File: config.mk
export PLATFORM = sky130hd
export DESIGN_NAME = sr_bank_driver
export DESIGN_NICKNAME = d
export VERILOG_FILES = /design/src/rtl/sr_pkg.sv /design/src/rtl/sr_excite.sv /design/src/rtl/sr_bank_driver.sv
export SDC_FILE = /design/constraint.sdc
export NUM_CORES = 1
export LEC_CHECK = 0
export BUFFER_PORTS_ARGS = -buffer_cell sky130_fd_sc_hd__buf_4
export CAP_MARGIN = 20
export CELL_PAD_IN_SITES_DETAIL_PLACEMENT = 1
export CELL_PAD_IN_SITES_GLOBAL_PLACEMENT = 2
export CORE_ASPECT_RATIO = 0.5
export CORE_MARGIN = 5
export CORE_UTILIZATION = 35
export DETAILED_ROUTE_END_ITERATION = 7
export GPL_TIMING_DRIVEN = 1
export HOLD_SLACK_MARGIN = 0.03
export PLACE_DENSITY = 0.88
export SETUP_SLACK_MARGIN = 0.3
export SLEW_MARGIN = 20
export SYNTH_ARGS = -nofsm -noshare
export SYNTH_HDL_FRONTEND = slang
export SYNTH_SLANG_ARGS = --single-unit
File: constraint.sdc
create_clock -name clk -period 5.05 [get_ports clk]
set_clock_uncertainty 0.15 [all_clocks]
set_input_delay 0.505 -clock clk [delete_from_list [all_inputs] [get_ports clk]]
set_output_delay 0.505 -clock clk [all_outputs]
set_load 0.01 [all_outputs]
File: src/rtl/sr_pkg.sv
// Shared types and constants for the SR flip-flop bank initiator.
// Latency: none (declarations only).
// Backpressure: not applicable.
package sr_pkg;

    // Controller states: one drive pulse, a settle window, one readback check, one completion cycle
    typedef enum logic [2:0] {
        ST_IDLE   = 3'd0,
        ST_DRIVE  = 3'd1,
        ST_SETTLE = 3'd2,
        ST_CHECK  = 3'd3,
        ST_DONE   = 3'd4
    } state_t;

    // Retry counter covers MAX_RETRY up to 15
    localparam int RETRY_W  = 4;
    // Settle counter; SETTLE_CYCLES must fit in this width
    localparam int SETTLE_W = 16;
    // Width of the optional statistics counters
    localparam int STAT_W   = 16;

    // Increment that sticks at all-ones instead of wrapping
    function automatic logic [STAT_W-1:0] sat_inc(input logic [STAT_W-1:0] v);
        return (&v) ? v : v + 1'b1;
    endfunction

endpackage

File: src/rtl/sr_excite.sv
// Per-bit SR excitation: set bits that must rise, reset bits that must fall, hold the rest.
// Latency: combinational.
// Backpressure: none; pure function of target and current Q.
module sr_excite #(
    parameter int WIDTH = 8
) (
    input  logic [WIDTH-1:0] target,
    input  logic [WIDTH-1:0] q,
    output logic [WIDTH-1:0] s,
    output logic [WIDTH-1:0] r
);

    // S and R are mutually exclusive per bit by construction, so S=R=1 never appears
    assign s = target & ~q;
    assign r = ~target & q;

endmodule

File: src/rtl/sr_bank_driver.sv
// Drives an SR flip-flop bank to a requested value, verifies readback and retries on mismatch.
// Latency: done in the (SETTLE_CYCLES+3)th cycle after the handshake; each retry adds SETTLE_CYCLES+2.
// Backpressure: req_ready only in IDLE; requests presented while busy are not queued.
// Optional SR_DRV_STATS_EN adds saturating stat_ops/stat_fail completion counters.
module sr_bank_driver
    import sr_pkg::*;
#(
    parameter int WIDTH         = 8,
    parameter int SETTLE_CYCLES = 1,
    parameter int MAX_RETRY     = 2
) (
    input  logic             clk,
    input  logic             rst,
    input  logic             req_valid,
    output logic             req_ready,
    input  logic [WIDTH-1:0] req_target,
    input  logic [WIDTH-1:0] q_in,
    output logic [WIDTH-1:0] s_out,
    output logic [WIDTH-1:0] r_out,
    output logic             done,
    output logic             err,
    output logic [WIDTH-1:0] err_mask,
    output logic             busy
`ifdef SR_DRV_STATS_EN
    ,
    output logic [STAT_W-1:0] stat_ops,
    output logic [STAT_W-1:0] stat_fail
`endif
);

    localparam logic [RETRY_W-1:0]  RETRY_MAX   = RETRY_W'(MAX_RETRY);
    localparam logic [SETTLE_W-1:0] SETTLE_LAST = SETTLE_W'(SETTLE_CYCLES - 1);

    state_t              state;
    state_t              state_nx;
    logic [WIDTH-1:0]    target_q;
    logic [RETRY_W-1:0]  retry_cnt;
    logic [SETTLE_W-1:0] settle_cnt;

    logic [WIDTH-1:0]    exc_target;
    logic [WIDTH-1:0]    exc_s;
    logic [WIDTH-1:0]    exc_r;
    logic                accept;
    logic                mismatch;
    logic                finish;

    logic [WIDTH-1:0]    s_nx;
    logic [WIDTH-1:0]    r_nx;
    logic                done_nx;
    logic                err_nx;
    logic [WIDTH-1:0]    mask_nx;

    assign accept    = (state == ST_IDLE) && req_valid;
    assign mismatch  = (q_in != target_q);
    assign req_ready = (state == ST_IDLE);
    assign finish    = (state == ST_CHECK) && (state_nx == ST_DONE);

    // On acceptance the excitation must come from the incoming target; on retry from the latched one
    assign exc_target = (state == ST_IDLE) ? req_target : target_q;

    sr_excite #(.WIDTH(WIDTH)) u_excite (
        .target (exc_target),
        .q      (q_in),
        .s      (exc_s),
        .r      (exc_r)
    );

    // State register
    always_ff @(posedge clk) begin
        if (rst) state <= ST_IDLE;
        else     state <= state_nx;
    end

    // Next-state decode
    always_comb begin
        state_nx = state;
        case (state)
            ST_IDLE:   if (req_valid) state_nx = ST_DRIVE;
            ST_DRIVE:  state_nx = ST_SETTLE;
            ST_SETTLE: if (settle_cnt == SETTLE_LAST) state_nx = ST_CHECK;
            ST_CHECK: begin
                if (!mismatch)                  state_nx = ST_DONE;
                else if (retry_cnt < RETRY_MAX) state_nx = ST_DRIVE;
                else                            state_nx = ST_DONE;
            end
            ST_DONE:   state_nx = ST_IDLE;
            default:   state_nx = ST_IDLE;
        endcase
    end

    // Next values of the registered outputs, keyed on the state being entered
    always_comb begin
        s_nx    = '0;
        r_nx    = '0;
        done_nx = 1'b0;
        err_nx  = 1'b0;
        mask_nx = err_mask;
        if (state_nx == ST_DRIVE) begin
            s_nx = exc_s;
            r_nx = exc_r;
        end
        if (finish) begin
            done_nx = 1'b1;
            err_nx  = mismatch;
            mask_nx = q_in ^ target_q;
        end
    end

    // Output registers; err_mask persists until the next completion or reset
    always_ff @(posedge clk) begin
        if (rst) begin
            s_out    <= '0;
            r_out    <= '0;
            done     <= 1'b0;
            err      <= 1'b0;
            err_mask <= '0;
            busy     <= 1'b0;
        end else begin
            s_out    <= s_nx;
            r_out    <= r_nx;
            done     <= done_nx;
            err      <= err_nx;
            err_mask <= mask_nx;
            busy     <= (state_nx != ST_IDLE);
        end
    end

    // Latched target, retry count and settle-window counter
    always_ff @(posedge clk) begin
        if (rst) begin
            target_q   <= '0;
            retry_cnt  <= '0;
            settle_cnt <= '0;
        end else begin
            if (accept) begin
                target_q  <= req_target;
                retry_cnt <= '0;
            end else if ((state == ST_CHECK) && (state_nx == ST_DRIVE)) begin
                retry_cnt <= retry_cnt + 1'b1;
            end
            if (state == ST_SETTLE) settle_cnt <= settle_cnt + 1'b1;
            else                    settle_cnt <= '0;
        end
    end

`ifdef SR_DRV_STATS_EN
    // Completion and failure counters, updated together with the done pulse
    always_ff @(posedge clk) begin
        if (rst) begin
            stat_ops  <= '0;
            stat_fail <= '0;
        end else if (finish) begin
            stat_ops <= sat_inc(stat_ops);
            if (mismatch) stat_fail <= sat_inc(stat_fail);
        end
    end
`endif

endmodule

==> summary.txt <==
Port buffer count - 46
Startpoint Class - flop
Routed len/inst - 14.8 um
Final setup margin - 2.85 ns
Post-Syn Instances - 242
Kind of critical path - flop to flop
Worst hold endpoint - s_out[1]
Seq/Total Area, Yosys - 51.6%
Max VDD drop - 264 uV
Die ar. - 8240 um2
Dpl hpwl - 3980 um
Maxcap violations - 0
R2r setup slk - 2.85 ns
CTS buffer count - 9
Initial cell density of the core - 36.6%
Via density per instance - 4.81
Clock sinks - 58
Synth Cell Area - 2250 um2
CTS Hold Buffers Added - 0
Number of synthesized register bits - 58
Hold path start - q_in[1]
Setup_tns - 0 ns
Status - completed
Core Area - 6160 um2
Post-Route WL - 5660 um
Setup Viol. Count Final - 0
Arrival time worst endpoint - 2.24 ns
Remaining DRCs - 0
DRT iter0 DRCs - 84
Layout cells sized above 1 - 23.1%
Worst-path clk slew - 0.05 ns
Hold path depth - 2
Clk root buf - clkbuf_16
Setup slack at placement - 2.70 ns
Vias - 1,842
Post-cts gate resize count - 0
Mapped Nets - 264
Avg Inst Size Synth - 9.31 um2
Largest buffer count on any clock path - 2
Nets - 313
Fin crit period - 2.20 ns
Post-Route Utilization - 47.9%
Met1 usage - 17.1%
TritonCTS clock tree - yes
Area growth, synth to finish - 30.9%
Total gr overflow - 0
Final Hold Fails - 0
Crit-path max FO - 16
RePlAce Congestion - 0.728
Synth Warn # - 0
Buffer count from post-CTS setup fixing - 0
Tot Pwr - 1.24 mW
Dpl cells - 368
Static Leak - 1.20 nW
Largest net degree at the start of global routing - 24
Clk_lat worst skew - 0.33 ns
Max-slew headroom - 57.4%
M2 GR Usage - 27.0%
CP Launch Point - state[2]
Pwr dens - 421 nW/um2
FMAX - 0.455 GHz
Ports - 47
Initial DRT Pass Iterations - 4
Initial antenna violation count - 0
Global-route wire length before repair - 9660 um
H-tree depth - 3
Rows - 20
Reg2reg start - state[2]
Post-synth cell types - 28
ANT nets after route - 0
Crit path required time - 5.09 ns
Hold crit path type - input pin to flop
Total Routing Usage GR - 15.9%
Post-Layout Cell Count - 383
Antenna cell count - 0
Final period util - 43.5%
Vias in the first global route - 1,984
Die Width - 123 um
Worst slew pin tran - 0.634 ns
Slew Viols, Final - 0
Worst r2r path cells - 6
Busiest grt layer - met2
Worst R2R End - s_out[0]
Critical Path Sink Type - flop
Die height - 66.7 um
Met3 GRT Util - 6.79%
Unrepaired setup endpoints after global routing - false
through the flow:
| stage | instance area [um2] | hold slack (ns) |
|---|---|---|
| floorplan | 2250 | 0.280 |
| global placement | 2680 | 0.297 |
| detailed placement | 2680 | 0.303 |
| CTS | 2950 | 0.197 |
| global route | 2950 | 0.196 |
| finish | 2950 | 0.207 |
power by group:
group,switching (mW),internal [mW]
logic,0.107,0.0765
registers,0.0163,0.482
clock network,0.206,0.352
metal layers:
metal	up-vias	routed length [um]
met1	881	2490
met2	24	2780
met4	0	125
met5	-	0
li1	927	-
met3	10	266
kinds of logic after synthesis:
group | after synthesis | share of synthesized area (%)
simple gates | 106 | 22.3
buf+inv | 13 | 2.72
mux | 8 | 3.56
flops | 58 | 51.6
fa+ha+maj | 3 | 1.67
compound gates | 30 | 8.89
xor+xnor | 24 | 9.33
cell usage in the layout, fill, tap and decap left out:
cell / instances
dfxtp_1: 58
buf_4: 48
nand2_1: 33
nor2_1: 27
a21oi_1: 18
nor3_1: 16
xnor2_1: 12
xor2_1: 12
clkbuf_16: 9
mux2i_1: 8
a211oi_1: 8
nand3_1: 6
nand4_1: 5
and3_1: 5
inv_1: 3
nor4_1: 3
and2_1: 3
ha_1: 3
clkinv_2: 3
nor3_2: 2
nor2b_1: 2
and4_1: 2
clkbuf_8: 2
and3b_1: 1
o211a_2: 1
nor3b_2: 1
o21ai_2: 1
o221ai_4: 1
o21ai_0: 1
clkbuf_1: 1
registers in the layout (all words and copies together) (netlist names):
register / flops
state: 3
target_q: 8
err: 1
s_out: 8
done: 1
err_mask: 8
settle_cnt: 16
busy: 1
r_out: 8
retry_cnt: 4
worst max-delay path by stage:
stage / slack, ns / endpoint / cells past startpoint
floorplan: 3.18 / s_out[5] / 6
global route: 2.66 / s_out[5] / 6
finish: 2.85 / s_out[0] / 6
global placement: 2.78 / s_out[7] / 6
CTS: 2.79 / s_out[7] / 6
detailed placement: 2.70 / s_out[7] / 6
critical path, cell delays in order, from the launching register on:
cell and delay, ns:
dfxtp_1 0.48, nor3_2 0.08, buf_4 0.20, nand2_1 0.39, o21ai_2 0.16, o221ai_4 0.49, nor3_1 0.11
cell type report:
class | count | area, um2
clock buffer | 12 | 256
clock inverter | 3 | 15.0
fill | 720 | 3210
inverter | 3 | 11.3
multi-input combinational | 171 | 1030
sequential | 58 | 1160
tap | 88 | 110
timing repair buffer | 48 | 360
cells in the mapped netlist (all sizes together):
| master | n | area, um2 |
|---|---|---|
| a211oi | 8 | 60.1 |
| a21oi | 18 | 90.1 |
| and2 | 3 | 18.8 |
| and3 | 5 | 31.3 |
| and3b | 1 | 8.76 |
| and4 | 2 | 17.5 |
| buf | 5 | 31.3 |
| clkbuf | 5 | 18.8 |
| dfxtp | 58 | 1160 |
| ha | 3 | 37.5 |
| inv | 3 | 11.3 |
| mux2i | 8 | 80.1 |
| nand2 | 33 | 124 |
| nand3 | 6 | 30.0 |
| nand4 | 5 | 31.3 |
| nor2 | 27 | 101 |
| nor2b | 2 | 12.5 |
| nor3 | 18 | 95.1 |
| nor3b | 1 | 12.5 |
| nor4 | 3 | 18.8 |
| o211a | 1 | 10.0 |
| o21ai | 2 | 13.8 |
| o221ai | 1 | 26.3 |
| xnor2 | 12 | 105 |
| xor2 | 12 | 105 |
(Power assumes the default switching activity.)
